### src/rtl/mem_arb_pkg.sv
// Shared types and helpers for the I/D main-memory port arbiter.
// Latency: none (types and pure functions only).
// Backpressure: n/a.
package mem_arb_pkg;

  localparam int MEM_BYTES = 4;

  typedef enum logic [1:0] {
    ARB_IDLE,
    ARB_WAIT,
    ARB_DONE
  } arb_state_e;

  typedef enum logic {
    OWN_I,
    OWN_D
  } owner_e;

  // Byte lanes: element [0] carries word[31:24] down to element [3] = word[7:0].
  typedef logic [0:MEM_BYTES-1][7:0] mem_bytes_t;

  function automatic mem_bytes_t word_to_bytes(input logic [31:0] w);
    mem_bytes_t r;
    for (int b = 0; b < MEM_BYTES; b++) begin
      r[b] = w[31-8*b -: 8];
    end
    return r;
  endfunction

  function automatic logic [31:0] bytes_to_word(input mem_bytes_t by);
    logic [31:0] w;
    for (int b = 0; b < MEM_BYTES; b++) begin
      w[31-8*b -: 8] = by[b];
    end
    return w;
  endfunction

endpackage

### src/rtl/mem_port_arbiter_rr_pick2.sv
// Two-way round-robin chooser: picks I or D, alternating when both ask.
// Latency: purely combinational.
// Backpressure: none; caller decides when the pick is consumed.
import mem_arb_pkg::*;

module rr_pick2 (
  input  logic [1:0] req,    // [0] = I side, [1] = D side
  input  owner_e     last,
  output owner_e     grant
);

  // Single requester wins outright; a tie goes to whoever did not win last.
  always_comb begin
    grant = OWN_I;
    case (req)
      2'b01:   grant = OWN_I;
      2'b10:   grant = OWN_D;
      2'b11:   grant = (last == OWN_D) ? OWN_I : OWN_D;
      default: grant = OWN_I;
    endcase
  end

endmodule

### src/rtl/mem_port_arbiter.sv
// Shares one byte-lane memory port between I-cache reads and D-cache reads/writes.
// Latency: request sampled at edge E, done pulses after edge E+MEM_LATENCY, next accept at E+MEM_LATENCY+2.
// Backpressure: requests are held by the caller; any request seen while busy simply waits for IDLE.
// Optional ARB_PERF_EN macro adds grant/conflict counters as extra output ports.
import mem_arb_pkg::*;

module mem_port_arbiter #(
  parameter int ADDR_W      = 32,
  parameter int MEM_LATENCY = 4
) (
  input  logic              clk,
  input  logic              reset,
  input  logic              i_req,
  input  logic [ADDR_W-1:0] i_addr,
  output logic [31:0]       i_rdata,
  output logic              i_done,
  input  logic              d_req,
  input  logic              d_we,
  input  logic [ADDR_W-1:0] d_addr,
  input  logic [31:0]       d_wdata,
  output logic [31:0]       d_rdata,
  output logic              d_done,
  output logic [ADDR_W-1:0] mem_addr,
  output logic              mem_we,
  output mem_bytes_t        mem_data_in,
  input  mem_bytes_t        mem_data_out,
`ifdef ARB_PERF_EN
  output logic [31:0]       i_grant_cnt,
  output logic [31:0]       d_grant_cnt,
  output logic [31:0]       conflict_cnt,
`endif
  output logic              busy
);

  // Counter is loaded with MEM_LATENCY-1 so the capture edge lands exactly MEM_LATENCY edges after issue.
  localparam logic [3:0] CNT_INIT = 4'(MEM_LATENCY - 1);

  arb_state_e        state_q, state_d;
  owner_e            owner_q, owner_d;
  owner_e            last_grant_q, last_grant_d;
  logic              owner_we_q, owner_we_d;
  logic [3:0]        cnt_q, cnt_d;
  logic [ADDR_W-1:0] mem_addr_q, mem_addr_d;
  logic              mem_we_q, mem_we_d;
  mem_bytes_t        mem_data_in_q, mem_data_in_d;
  logic [31:0]       i_rdata_q, i_rdata_d;
  logic [31:0]       d_rdata_q, d_rdata_d;
  logic              i_done_q, i_done_d;
  logic              d_done_q, d_done_d;
  owner_e            grant;

`ifdef ARB_PERF_EN
  logic [31:0]       i_grant_cnt_q, i_grant_cnt_d;
  logic [31:0]       d_grant_cnt_q, d_grant_cnt_d;
  logic [31:0]       conflict_cnt_q, conflict_cnt_d;
`endif

  rr_pick2 u_pick (
    .req   ({d_req, i_req}),
    .last  (last_grant_q),
    .grant (grant)
  );

  // Next-state and output logic; every register holds unless its state says otherwise.
  always_comb begin
    state_d       = state_q;
    owner_d       = owner_q;
    last_grant_d  = last_grant_q;
    owner_we_d    = owner_we_q;
    cnt_d         = cnt_q;
    mem_addr_d    = mem_addr_q;
    mem_we_d      = mem_we_q;
    mem_data_in_d = mem_data_in_q;
    i_rdata_d     = i_rdata_q;
    d_rdata_d     = d_rdata_q;
    i_done_d      = i_done_q;
    d_done_d      = d_done_q;
`ifdef ARB_PERF_EN
    i_grant_cnt_d  = i_grant_cnt_q;
    d_grant_cnt_d  = d_grant_cnt_q;
    conflict_cnt_d = conflict_cnt_q;
`endif

    case (state_q)
      ARB_IDLE: begin
        if (i_req || d_req) begin
          owner_d      = grant;
          last_grant_d = grant;
          cnt_d        = CNT_INIT;
          state_d      = ARB_WAIT;
          if (grant == OWN_D) begin
            owner_we_d    = d_we;
            mem_we_d      = d_we;
            mem_addr_d    = d_addr;
            mem_data_in_d = word_to_bytes(d_wdata);
          end else begin
            // I side never writes; its data lanes carry nothing.
            owner_we_d    = 1'b0;
            mem_we_d      = 1'b0;
            mem_addr_d    = i_addr;
            mem_data_in_d = word_to_bytes(32'h0);
          end
`ifdef ARB_PERF_EN
          if (grant == OWN_D) d_grant_cnt_d = d_grant_cnt_q + 32'd1;
          else                i_grant_cnt_d = i_grant_cnt_q + 32'd1;
          if (i_req && d_req) conflict_cnt_d = conflict_cnt_q + 32'd1;
`endif
        end
      end

      ARB_WAIT: begin
        // Write strobe lasts only the issue cycle.
        mem_we_d = 1'b0;
        if (cnt_q == 4'd0) begin
          state_d = ARB_DONE;
          if (owner_q == OWN_I) begin
            i_done_d  = 1'b1;
            i_rdata_d = bytes_to_word(mem_data_out);
          end else begin
            d_done_d = 1'b1;
            if (!owner_we_q) d_rdata_d = bytes_to_word(mem_data_out);
          end
        end else begin
          cnt_d = cnt_q - 4'd1;
        end
      end

      ARB_DONE: begin
        i_done_d = 1'b0;
        d_done_d = 1'b0;
        state_d  = ARB_IDLE;
      end

      default: state_d = ARB_IDLE;
    endcase
  end

  // State and datapath registers; reset aborts any transaction without a done pulse.
  always_ff @(posedge clk or posedge reset) begin
    if (reset) begin
      state_q       <= ARB_IDLE;
      owner_q       <= OWN_I;
      last_grant_q  <= OWN_D;
      owner_we_q    <= 1'b0;
      cnt_q         <= 4'd0;
      mem_addr_q    <= '0;
      mem_we_q      <= 1'b0;
      mem_data_in_q <= '0;
      i_rdata_q     <= '0;
      d_rdata_q     <= '0;
      i_done_q      <= 1'b0;
      d_done_q      <= 1'b0;
`ifdef ARB_PERF_EN
      i_grant_cnt_q  <= '0;
      d_grant_cnt_q  <= '0;
      conflict_cnt_q <= '0;
`endif
    end else begin
      state_q       <= state_d;
      owner_q       <= owner_d;
      last_grant_q  <= last_grant_d;
      owner_we_q    <= owner_we_d;
      cnt_q         <= cnt_d;
      mem_addr_q    <= mem_addr_d;
      mem_we_q      <= mem_we_d;
      mem_data_in_q <= mem_data_in_d;
      i_rdata_q     <= i_rdata_d;
      d_rdata_q     <= d_rdata_d;
      i_done_q      <= i_done_d;
      d_done_q      <= d_done_d;
`ifdef ARB_PERF_EN
      i_grant_cnt_q  <= i_grant_cnt_d;
      d_grant_cnt_q  <= d_grant_cnt_d;
      conflict_cnt_q <= conflict_cnt_d;
`endif
    end
  end

  assign mem_addr    = mem_addr_q;
  assign mem_we      = mem_we_q;
  assign mem_data_in = mem_data_in_q;
  assign i_rdata     = i_rdata_q;
  assign d_rdata     = d_rdata_q;
  assign i_done      = i_done_q;
  assign d_done      = d_done_q;
  assign busy        = (state_q != ARB_IDLE);
`ifdef ARB_PERF_EN
  assign i_grant_cnt  = i_grant_cnt_q;
  assign d_grant_cnt  = d_grant_cnt_q;
  assign conflict_cnt = conflict_cnt_q;
`endif

endmodule

### config.mk
export PLATFORM = sky130hd
export DESIGN_NAME = mem_port_arbiter
export DESIGN_NICKNAME = d
export VERILOG_FILES = /design/src/rtl/mem_arb_pkg.sv /design/src/rtl/mem_port_arbiter_rr_pick2.sv /design/src/rtl/mem_port_arbiter.sv
export SDC_FILE = /design/constraint.sdc
export NUM_CORES = 1
export LEC_CHECK = 0
export BUFFER_PORTS_ARGS = -buffer_cell sky130_fd_sc_hd__buf_4
export CORE_MARGIN = 3
export CORE_UTILIZATION = 47
export DETAILED_ROUTE_END_ITERATION = 8
export PLACE_DENSITY = 0.8
export REMOVE_ABC_BUFFERS = 1
export SYNTH_ARGS = -nofsm -noshare
export SYNTH_HDL_FRONTEND = slang
export SYNTH_SLANG_ARGS = --single-unit
### constraint.sdc
create_clock -name clk -period 5.7 [get_ports clk]
set_input_delay 1.14 -clock clk [delete_from_list [all_inputs] [get_ports clk]]
set_output_delay 1.14 -clock clk [all_outputs]
set_load 0.05 [all_outputs]
# Word-level counts from Yosys, hierarchy flattened
# Index checks and enable logic that the tools add are counted.
# W data, S select, Z words.
dict set report classes {
  add_sub_neg 1
  eq_ne 9
  mux 19
  bitwise_logic 2
  reduce_logical 14
}
# op count
set op_table {}
lappend op_table {{$mux W32} 2}
lappend op_table {{$reduce_and A3 Y1} 4}
lappend op_table {{$ne A2 B2 Y1 const B} 5}
lappend op_table {{$mux W4} 2}
lappend op_table {{$pmux W1 S2} 4}
lappend op_table {{$pmux W4 S2} 1}
lappend op_table {{$mux W1} 7}
lappend op_table {{$eq A2 B2 Y1 const B} 3}
lappend op_table {{$reduce_and A2 Y1} 3}
lappend op_table {{$reduce_bool A2 Y1} 3}
lappend op_table {{$logic_not A4 Y1} 1}
lappend op_table {{$mux W2} 2}
lappend op_table {{$pmux W2 S2} 1}
lappend op_table {{$reduce_and A4 Y1} 1}
lappend op_table {{$sub A4 B1 Y4 const B} 1}
lappend op_table {{$eq A2 B1 Y1 const B} 1}
lappend op_table {{$logic_not A2 Y1} 1}
lappend op_table {{$not A1 Y1} 2}
lappend op_table {{$logic_or A1 B1 Y1} 1}
dict set report totals {
  regBits 140
  input_bits 133
  out_inout_bits 132
  elab_cells 60
}

# Longest topological paths before layout
# Gate-level depths: netlist of run 1.
dict set report depth {
  depth_word 5
  depth_mapped 7
}

# Cells and area by module
# A second synthesis of run 1 with hierarchy kept.
dict set report hier_totals {
  cells_unflattened 477
  hier_area_um2 5793.1
}
# module n_inst cells_per_inst area_per_inst_um2 seq_area_each_um2
set modules_own_cells {}
lappend modules_own_cells {mem_port_arbiter 1 476 5781.8 3504.6}
lappend modules_own_cells {rr_pick2 1 1 11.3 0.0}

# Least setup slack after synthesis of run 1
# OpenSTA, ideal clock, no wires.
dict set report synth_path {
  path_type {flip-flop to output port}
  from {reg state_q[1]}
  to {out busy}
  arrival_ns 1.365
  t_required_ns 4.560
  slack_ns 3.195
  stages_incl_launch_ff 5
  path_buffers 2
  cell_sequence {dfrtp_1 -> clkbuf_1 -> nor2_1 -> clkbuf_1 -> inv_1}
}
dict set report synth_via {
  elab_chain_len 1
}
# element line_no
set synth_lines {}
lappend synth_lines {{start: declaration} mem_port_arbiter.sv:38} ;# arb_state_e state_q, state_d;
lappend synth_lines {{start signal: assignment} mem_port_arbiter.sv:159} ;# state_q <= state_d;
lappend synth_lines {{$reduce_bool A2 Y1} mem_port_arbiter.sv:186} ;# assign busy = (state_q != ARB_IDLE);
lappend synth_lines {{end: declaration} mem_port_arbiter.sv:32} ;# output logic busy
# No other way between the ends.

# Worst setup path after layout of run 1
dict set report layout_path {
  from {in i_req}
  to {reg mem_we_q (netlist: mem_we)}
}
dict set report layout_via {
  elab_chain_len 5
}
# element line_no
set layout_lines {}
lappend layout_lines {{start: declaration} mem_port_arbiter.sv:13} ;# input logic i_req,
lappend layout_lines {{$eq A2 B2 Y1} mem_port_arbiter_rr_pick2.sv:15} ;# case (req)
lappend layout_lines {{$pmux W1 S2} mem_port_arbiter_rr_pick2.sv:15}
lappend layout_lines {{$mux W1} mem_port_arbiter.sv:91} ;# if (grant == OWN_D) begin
lappend layout_lines {{$mux W1} mem_port_arbiter.sv:86} ;# if (i_req || d_req) begin
lappend layout_lines {{$pmux W1 S2} mem_port_arbiter.sv:84} ;# case (state_q)
lappend layout_lines {{end signal: assignment} mem_port_arbiter.sv:165} ;# mem_we_q <= mem_we_d;
lappend layout_lines {{end: declaration} mem_port_arbiter.sv:44} ;# logic mem_we_q, mem_we_d;
# Several ways; a longest one is shown, not always the timed one. The select of a mux whose other input is x is not followed.
# A chain may end at the register's enable or synchronous reset.

==> results.yml, run 1 <==
cts:
  cts.sink_count: 140
  post_cts_buffers: 0
  cts_tree: "built"
  cts_resized: 0
  clkTransAtPathRegs_ns: 0.06
  cts_buffers: 17
  insertion_delay_ns: 0.41
  cts-hold-fix-buffers: 0
  clockBufferDepth: 2
  cts-root-buf: "clkbuf_16"
  h-tree-depth: 4
critical_path:
  cp-start-kind: "input port"
  reg2reg_from: "cnt_q[0]"
  critPathMaxStageDelay_ns: 0.84
  path_cells: "buf_4 -> or2_2 -> nand2_1 -> a32o_1"
  required_ns: 5.99
  crit_slowest_cell: "nand2_1"
  rrSetupSlack_ns: 3.16
  r2r.worst_path.cells: 5
  arrival_ns: 3.17
  end_kind: "flip-flop"
  path_max_fanout: 36
  r2r_end: "d_rdata[7]"
  worst-setup-path-type: "in2reg"
floorplan:
  dieHeight_um: 116
  fp.dieW_um: 116
  coreArea_um2: 11700
  die_area_um2: 13500
  io-pin-count: 265
  start_util_pct: 48.9
  rows: 39
timing:
  max_freq_mhz: 347
  hold_viol: 0
  fin_setup_tns_ns: 0
  finalWorstSetupSlack_ns: 2.82
  slew_viol_final: 0
  worst_slew_pin_slew_ns: 1.27
  rsz0062_at_grt: "false"
  finalSetupViolCount: 0
  min_period_ns: 2.88
  fin_crit_sh_pct: 50.5
  skew_ns: 0.00620
  slew_headroom_pct: 15.6
yosys:
  ys_warn_count: 0
  synth_most_common_cell: "dfrtp_1"
  synthCells: 443
  yosys.area.top_type: "dfrtp_1"
  ys_ff_latch: 140
  synth_area_leaders: "dfrtp_1 (61%), mux2_4 (7.9%), mux2_2 (6.7%)"
  synth_flop_cell: "dfrtp_1"
  synth_top_cell_area_share_pct: 60.9
  synthTopCellsByCount: "dfrtp_1 (139), nand2_1 (66), a22o_1 (34), mux2_2 (34), a21oi_1 (33)"
  synth_edf_count: 0
  syn-cell-area_um2: 5710
  ys_seq_area_share_pct: 61.4
  synth_cell_types: 36
  avgSynthCellArea_um2: 12.9
  async_flop_share_pct: 100
drt:
  dr.pass1.iters: 5
  dr.first_iter.drc_count: 448
  avgRoutedWirePerCell_um: 18.2
  ant_nets: 0
  wl_um: 15500
  post_drt_via_cell_ratio: 5.40
  num_vias: 4605
  drc: 0
status:
  status: "completed"
power_and_ir_drop:
  powerDensity_nw_per_um2: 763
  power.leakage_nw: 4.22
  power_mw: 6.39
  ir_drop_v: 0.000547
cells_and_area:
  diodes: 0
  fin_nets: 832
  drive_gt1_share_pct: 52.3
  multiInputGateArea_um2: 2000
  ff_latch_area_um2: 3500
  fillers: 794
  area_growth_pct: 46.8
global_route:
  grt_antenna_before_repair: 0
  grt.overflow.total: 0
  grt.total_usage_pct: 22.9
  grt_pass1_wl_um: 23700
  grt_max_degree: 87
  grt_pass1_vias: 4662
place:
  place.gp.congestion: 0.873
  dp_slack_ns: 2.42
  hpwl_um: 11000
  port_buffers: 264
worst_hold_path:
  min_to: "mem_data_in[13]"
  hold_path.class: "reg2reg"
  hold_depth: 1
  worstHoldStart: "mem_data_in[13]"
run:
  drv_cap: 0
-- flip-flops by register name, indices dropped and copies added (netlist names) --
signal,count
d_rdata,32
i_rdata,32
mem_addr,32
mem_data_in,32
cnt_q,4
state_q,2
d_done,1
i_done,1
last_grant_q,1
mem_we,1
owner_q,1
owner_we_q,1
-- cells by family after synthesis --
kind of cell | Yosys count | share of synthesized area, %
flops | 140 | 61.4
mux | 65 | 14.8
compound gates | 111 | 13.2
simple gates | 85 | 6.55
buf+inv | 40 | 3.68
fa+ha+maj | 2 | 0.438
-- critical path: cells and delay by family --
kind / cells / cell delay [ns]
AOI/OAI and AO/OA: 1 / 0.54
buffers and inverters: 1 / 0.11
and+or+nand+nor: 2 / 1.35
-- through the flow --
step	utilization, %	cell area [um^2]	std cells	hold slack [ns]
after floorplan	-	5520	410	0.474
after global placement	66.2	7730	821	0.490
after detailed placement	66.2	7730	821	0.491
after CTS	71.8	8380	853	0.508
after global routing	71.8	8380	853	0.520
final	71.8	8380	853	0.506
-- placed cells by master, fill, tap and decap left out, drive strengths merged, types with 2 or more instances in the layout --
cell / count
a21boi: 2
a21o: 2
a21oi: 33
a22o: 34
a31oi: 32
buf: 268
bufinv: 5
clkbuf: 21
clkinv: 5
dfrtp: 139
ha: 2
inv: 7
mux2: 64
nand2: 66
nand3: 2
nor2: 2
nor2b: 2
nor3: 4
o21ai: 4
-- area by class of cell --
class / count / share of cell area [%]
tap: 143 / 2.14
sequential: 140 / 41.8
clock buffer: 21 / 5.50
clock inverter: 11 / 2.27
inverter: 7 / 0.373
timing repair buffer: 268 / 24.0
multi-input combinational: 263 / 23.9
-- routing by layer --
layer | part of all wire (%) | global-route usage (%)
met5 | 0 | 0
met4 | 2.3 | 9.59
met3 | 8.3 | 6.74
met2 | 51 | 38.7
met1 | 39 | 27.6
-- power by group --
group	switching, mW	internal [mW]
registers	0.322	1.49
logic	2.24	1.14
clock network	0.400	0.799
total	2.97	3.42
-- how the worst max path moves through the flow --
stage,start,to,slack (ns),depth (start not counted)
after floorplan,reset,cnt_q[0],0.81,1
after global placement,i_req,mem_we,2.50,4
after detailed placement,i_req,mem_we,2.42,4
after CTS,i_req,mem_we,2.86,4
after global routing,i_req,mem_we,2.66,4
final,i_req,mem_we,2.82,4
Note: power is estimated with default switching activity, not from simulation.
==> run 2, diff against run 1 <==
==> constraint.sdc (replaced) <==
create_clock -name clk -period 2.8 [get_ports clk]
set_input_delay 0.56 -clock clk [delete_from_list [all_inputs] [get_ports clk]]
set_output_delay 0.56 -clock clk [all_outputs]
set_load 0.05 [all_outputs]
==> run 2 against run 1 <==
Compared with the run above:
- via count is 0.35% lower
- largest cell class unchanged
- hold slack lost 0.14 ns
- clock skew hardly changed
==> results.yml, run 2 (synthesized netlist as in run 1, its figures left out) <==
timing:
  fin_setup_tns_ns: 0
  finalSetupViolCount: 0
  skew_ns: 0.00604
  finalWorstSetupSlack_ns: 0.294
  whs_ns: 0.366
  slew_headroom_pct: 17.3
  hold_viol: 0
  rsz0062_at_grt: "false"
  max_freq_mhz: 399
  min_period_ns: 2.51
  fin_crit_sh_pct: 89.5
  slew_viol_final: 0
  worst_slew_pin_slew_ns: 1.24
cells_and_area:
  fin_cells: 855
  fin_nets: 834
  drive_gt1_share_pct: 52.0
  diodes: 0
  postLayoutCellArea_um2: 8320
  fin_util_pct: 71.3
  final_common_cell: "buf_4"
  area_growth_pct: 45.7
  final_cell_mix: "buf_4 (269), dfrtp_1 (139), nand2_1 (66)"
drt:
  dr.first_iter.drc_count: 348
  ant_nets: 0
  dr.pass1.iters: 5
  avgRoutedWirePerCell_um: 18.4
  wl_um: 15800
  post_drt_via_cell_ratio: 5.37
  drc: 0
  num_vias: 4589
cts:
  cts-root-buf: "clkbuf_16"
  h-tree-depth: 4
  cts_resized: 0
  cts_tree: "built"
  cts.sink_count: 140
  clkTransAtPathRegs_ns: 0.05
  post_cts_buffers: 0
  cts_buffers: 17
  cts-hold-fix-buffers: 0
  clockBufferDepth: 2
  insertion_delay_ns: 0.41
global_route:
  met3_usage_pct: 7.51
  grt_pass1_wl_um: 24300
  grt_max_degree: 141
  busiest_layer: "met2"
  grt_pass1_vias: 4683
  grt.overflow.total: 0
  gr-usage-met2_pct: 38.9
  grt_antenna_before_repair: 0
  grt.total_usage_pct: 23.5
  met1_usage_pct: 28.5
floorplan:
  start_util_pct: 48.9
  fp.dieW_um: 116
  die_area_um2: 13500
  rows: 39
  dieHeight_um: 116
  io-pin-count: 265
  coreArea_um2: 11700
critical_path:
  arrival_ns: 2.79
  cp-start-kind: "flip-flop"
  path_max_fanout: 32
  rrSetupSlack_ns: 0.29
  path_depth: 5
  critPathMaxStageDelay_ns: 0.82
  required_ns: 3.09
  path_cells: "inv_1 -> ha_1 -> or3b_4 -> or4b_4 -> mux2_4"
  path_delay_family: "simple AND/OR/NAND/NOR gates"
  cp_num_buf_inv: 1
  end_kind: "flip-flop"
  crit_slowest_cell: "or4b_4"
  r2r.worst_path.cells: 5
  worst-setup-path-type: "reg2reg"
power_and_ir_drop:
  powerDensity_nw_per_um2: 1530
  power_mw: 12.7
  ir_drop_v: 0.000827
  power.leakage_nw: 4.19
place:
  postPlaceCellArea_um2: 7750
  numPlacedInstances: 823
  hpwl_um: 11200
  port_buffers: 264
  dp_slack_ns: 0.302
  place.gp.congestion: 0.787
run:
  drv_cap: 0
worst_hold_path:
  hold_path.class: "in2async"
status:
  status: "completed"
## run 2: changes by cell type in the layout (fill, tap and decap cells not counted)
cell / before / now
bufinv_16: 5 / 2
clkbuf_1: 2 / 5
clkinv_2: 3 / 5
clkinv_4: 2 / 0
buf_12: 0 / 1
buf_4: 268 / 269
## run 2: final cells by class
type / instances / area (um^2)
tap: 143 / 179
inverter: 7 / 31.3
clock inverter: 8 / 92.6
multi-input combinational: 263 / 2000
fill: 812 / 3340
clock buffer: 24 / 472
sequential: 140 / 3500
timing repair buffer: 270 / 2040
## run 2: worst reg2reg max path, stage by stage (launching register included)
cell and delay [ns]:
dfrtp_1 0.42, inv_1 0.10, ha_1 0.20, or3b_4 0.43, or4b_4 0.82, mux2_4 0.42
## run 2: power breakdown
part / switching (mW) / internal (mW) / total (mW)
logic: 4.59 / 2.32 / 6.91
registers: 0.643 / 3.03 / 3.67
clock network: 0.805 / 1.35 / 2.15
total: 6.03 / 6.70 / 12.7
## run 2: path summary, 6_finish.rpt
| kind | endpoint | start |
|---|---|---|
| worst max-delay path | d_rdata[18] | cnt_q[0] |
| worst min-delay path | d_rdata[11] | reset |
| worst max register to register | d_rdata[18] | cnt_q[0] |
| worst min register to register | i_rdata[25] | i_rdata[25] |
| max in group asynchronous | mem_data_in[14] | reset |
| min in group clk | mem_data_in[0] | d_wdata[0] |
## run 2: routing by layer
metal / share of wire, % / wire length, um / vias to the layer above
met5: 0 / 0 / -
met4: 2.4 / 381 / 0
met3: 8.8 / 1390 / 29
met2: 50 / 7860 / 229
met1: 39 / 6140 / 2237
li1: - / - / 2094
==> run 3, diff against run 2 <==
--- a/config.mk
+++ b/config.mk
@@ -6,7 +6,7 @@
 export NUM_CORES = 1
 export LEC_CHECK = 0
 export BUFFER_PORTS_ARGS = -buffer_cell sky130_fd_sc_hd__buf_4
-export CORE_MARGIN = 3
+export CORE_MARGIN = 8
 export CORE_UTILIZATION = 47
 export DETAILED_ROUTE_END_ITERATION = 8
 export PLACE_DENSITY = 0.8
==> run 3 against run 2 <==
Compared with the run above:
- sequential power hardly changed
- fmax is 0.25% lower
- largest cell class unchanged
- clock-buffer cell count is 6 lower
- sequential cell count stayed put
- critical path depth stayed put
- total power is 0.71% lower
- utilization is 1.4 points lower
- hold slack worse by 0.16 ns
- first-iteration DRC count is 9.2% lower
- sequential share of layout area hardly changed
==> results.yml, run 3 (synthesized netlist as in run 1, its figures left out) <==
status:
  status: "completed"
place:
  hpwl_um: 11900
  numPlacedInstances: 829
  dp_slack_ns: 0.318
  port_buffers: 264
  place.gp.congestion: 0.774
cells_and_area:
  fin_cells: 861
  fin_nets: 836
  final_common_cell: "buf_4"
  drive_gt1_share_pct: 52.8
  final_cell_mix: "buf_4 (271), dfrtp_1 (139), nand2_1 (66)"
  diodes: 0
  area_growth_pct: 45.8
timing:
  slew_viol_final: 0
  slew_headroom_pct: 11.5
  whs_ns: 0.209
  fin_setup_tns_ns: 0
  min_period_ns: 2.51
  rsz0062_at_grt: "false"
  max_freq_mhz: 398
  fin_crit_sh_pct: 89.7
  worst_slew_pin_slew_ns: 1.33
  skew_ns: 0.0132
  finalWorstSetupSlack_ns: 0.288
  hold_viol: 0
  finalSetupViolCount: 0
critical_path:
  required_ns: 3.08
  cp_num_buf_inv: 1
  path_delay_family: "simple AND/OR/NAND/NOR gates"
  end_kind: "flip-flop"
  reg2reg_from: "cnt_q[1]"
  critPathMaxStageDelay_ns: 0.83
  worst-setup-path-type: "reg2reg"
  crit_slowest_cell: "or4b_4"
  cp-start-kind: "flip-flop"
  path_max_fanout: 32
  path_cells: "inv_1 -> ha_1 -> or3b_4 -> or4b_4 -> mux2_4"
  startpoint: "cnt_q[1]"
  arrival_ns: 2.79
cts:
  cts_tree: "built"
  cts_buffers: 17
  cts.sink_count: 140
  cts-hold-fix-buffers: 0
  clkTransAtPathRegs_ns: 0.06
  insertion_delay_ns: 0.41
  clockBufferDepth: 2
  cts_resized: 0
  h-tree-depth: 4
  cts-root-buf: "clkbuf_16"
  post_cts_buffers: 0
floorplan:
  dieHeight_um: 126
  die_area_um2: 15900
  io-pin-count: 265
  start_util_pct: 47.9
  fp.dieW_um: 126
  coreArea_um2: 11900
  rows: 40
drt:
  num_vias: 4504
  dr.first_iter.drc_count: 316
  ant_nets: 0
  avgRoutedWirePerCell_um: 18.8
  dr.pass1.iters: 4
  post_drt_via_cell_ratio: 5.23
  wl_um: 16200
  drc: 0
power_and_ir_drop:
  powerDensity_nw_per_um2: 1520
  power.leakage_nw: 4.19
  power_mw: 12.6
  ir_drop_v: 0.000823
global_route:
  grt_max_degree: 62
  grt_pass1_wl_um: 26000
  grt.overflow.total: 0
  grt_pass1_vias: 4976
  grt.total_usage_pct: 20.5
  grt_antenna_before_repair: 0
run:
  drv_cap: 0
worst_hold_path:
  hold_path.class: "in2async"
## run 3: changes by cell type in the layout (fill, tap and decap cells not counted), sizes merged
cell / change
clkinv: +2
bufinv: -2
inv: +4
buf: +2
clkinvlp: +2
clkbuf: -6
## run 3: area by class of cell
cell class	count	area (um^2)
well taps	147	184
clock buffers	18	439
inverters	7	31.3
repair buffers	272	2050
clock inverters	14	111
multi-input cells	263	2000
fillers	855	3590
flip-flops and latches	140	3500
## run 3: metal layers
layer  vias up  part of all wire, %  GRT usage (%)  routed length (um)
met5         -                    0              0                   0
met4         0                  1.1           5.73                 182
met3        14                  8.3           8.73                1350
met2       182                   51           34.5                8230
met1      2203                   40           23.4                6410
li1       2105                    -              -                   -
## run 3: worst register-to-register path, cell delays in order, from the launching register on
cell     delay, ns
dfrtp_1       0.40
inv_1         0.10
ha_1          0.21
or3b_4        0.43
or4b_4        0.83
mux2_4        0.43
## run 3: worst paths after layout
kind                       slack, ns  cells past startpoint              end
max in group asynchronous       1.76                      3  mem_data_in[18]
max                             0.29                      5      d_rdata[28]
min in group clk                0.36                      2  mem_data_in[26]
min reg2reg                     0.50                      1      i_rdata[28]
min                             0.21                      2       d_rdata[9]
max reg2reg                     0.29                      5      d_rdata[28]
## run 3: through the flow
stage | utilization [%] | area [um^2]
2_1_floorplan | - | 5520
3_3_place_gp | 65.3 | 7770
3_5_place_dp | 65.3 | 7770
4_1_cts | 69.9 | 8320
5_1_grt | 69.9 | 8320
6_report | 69.9 | 8320
## run 3: power by group
part | total, mW | internal [mW] | leakage [nW] | switching (mW)
Combinational | 6.93 | 2.33 | 2.25 | 4.60
Sequential | 3.64 | 3.03 | 1.67 | 0.617
Clock | 2.07 | 1.17 | 0.264 | 0.897
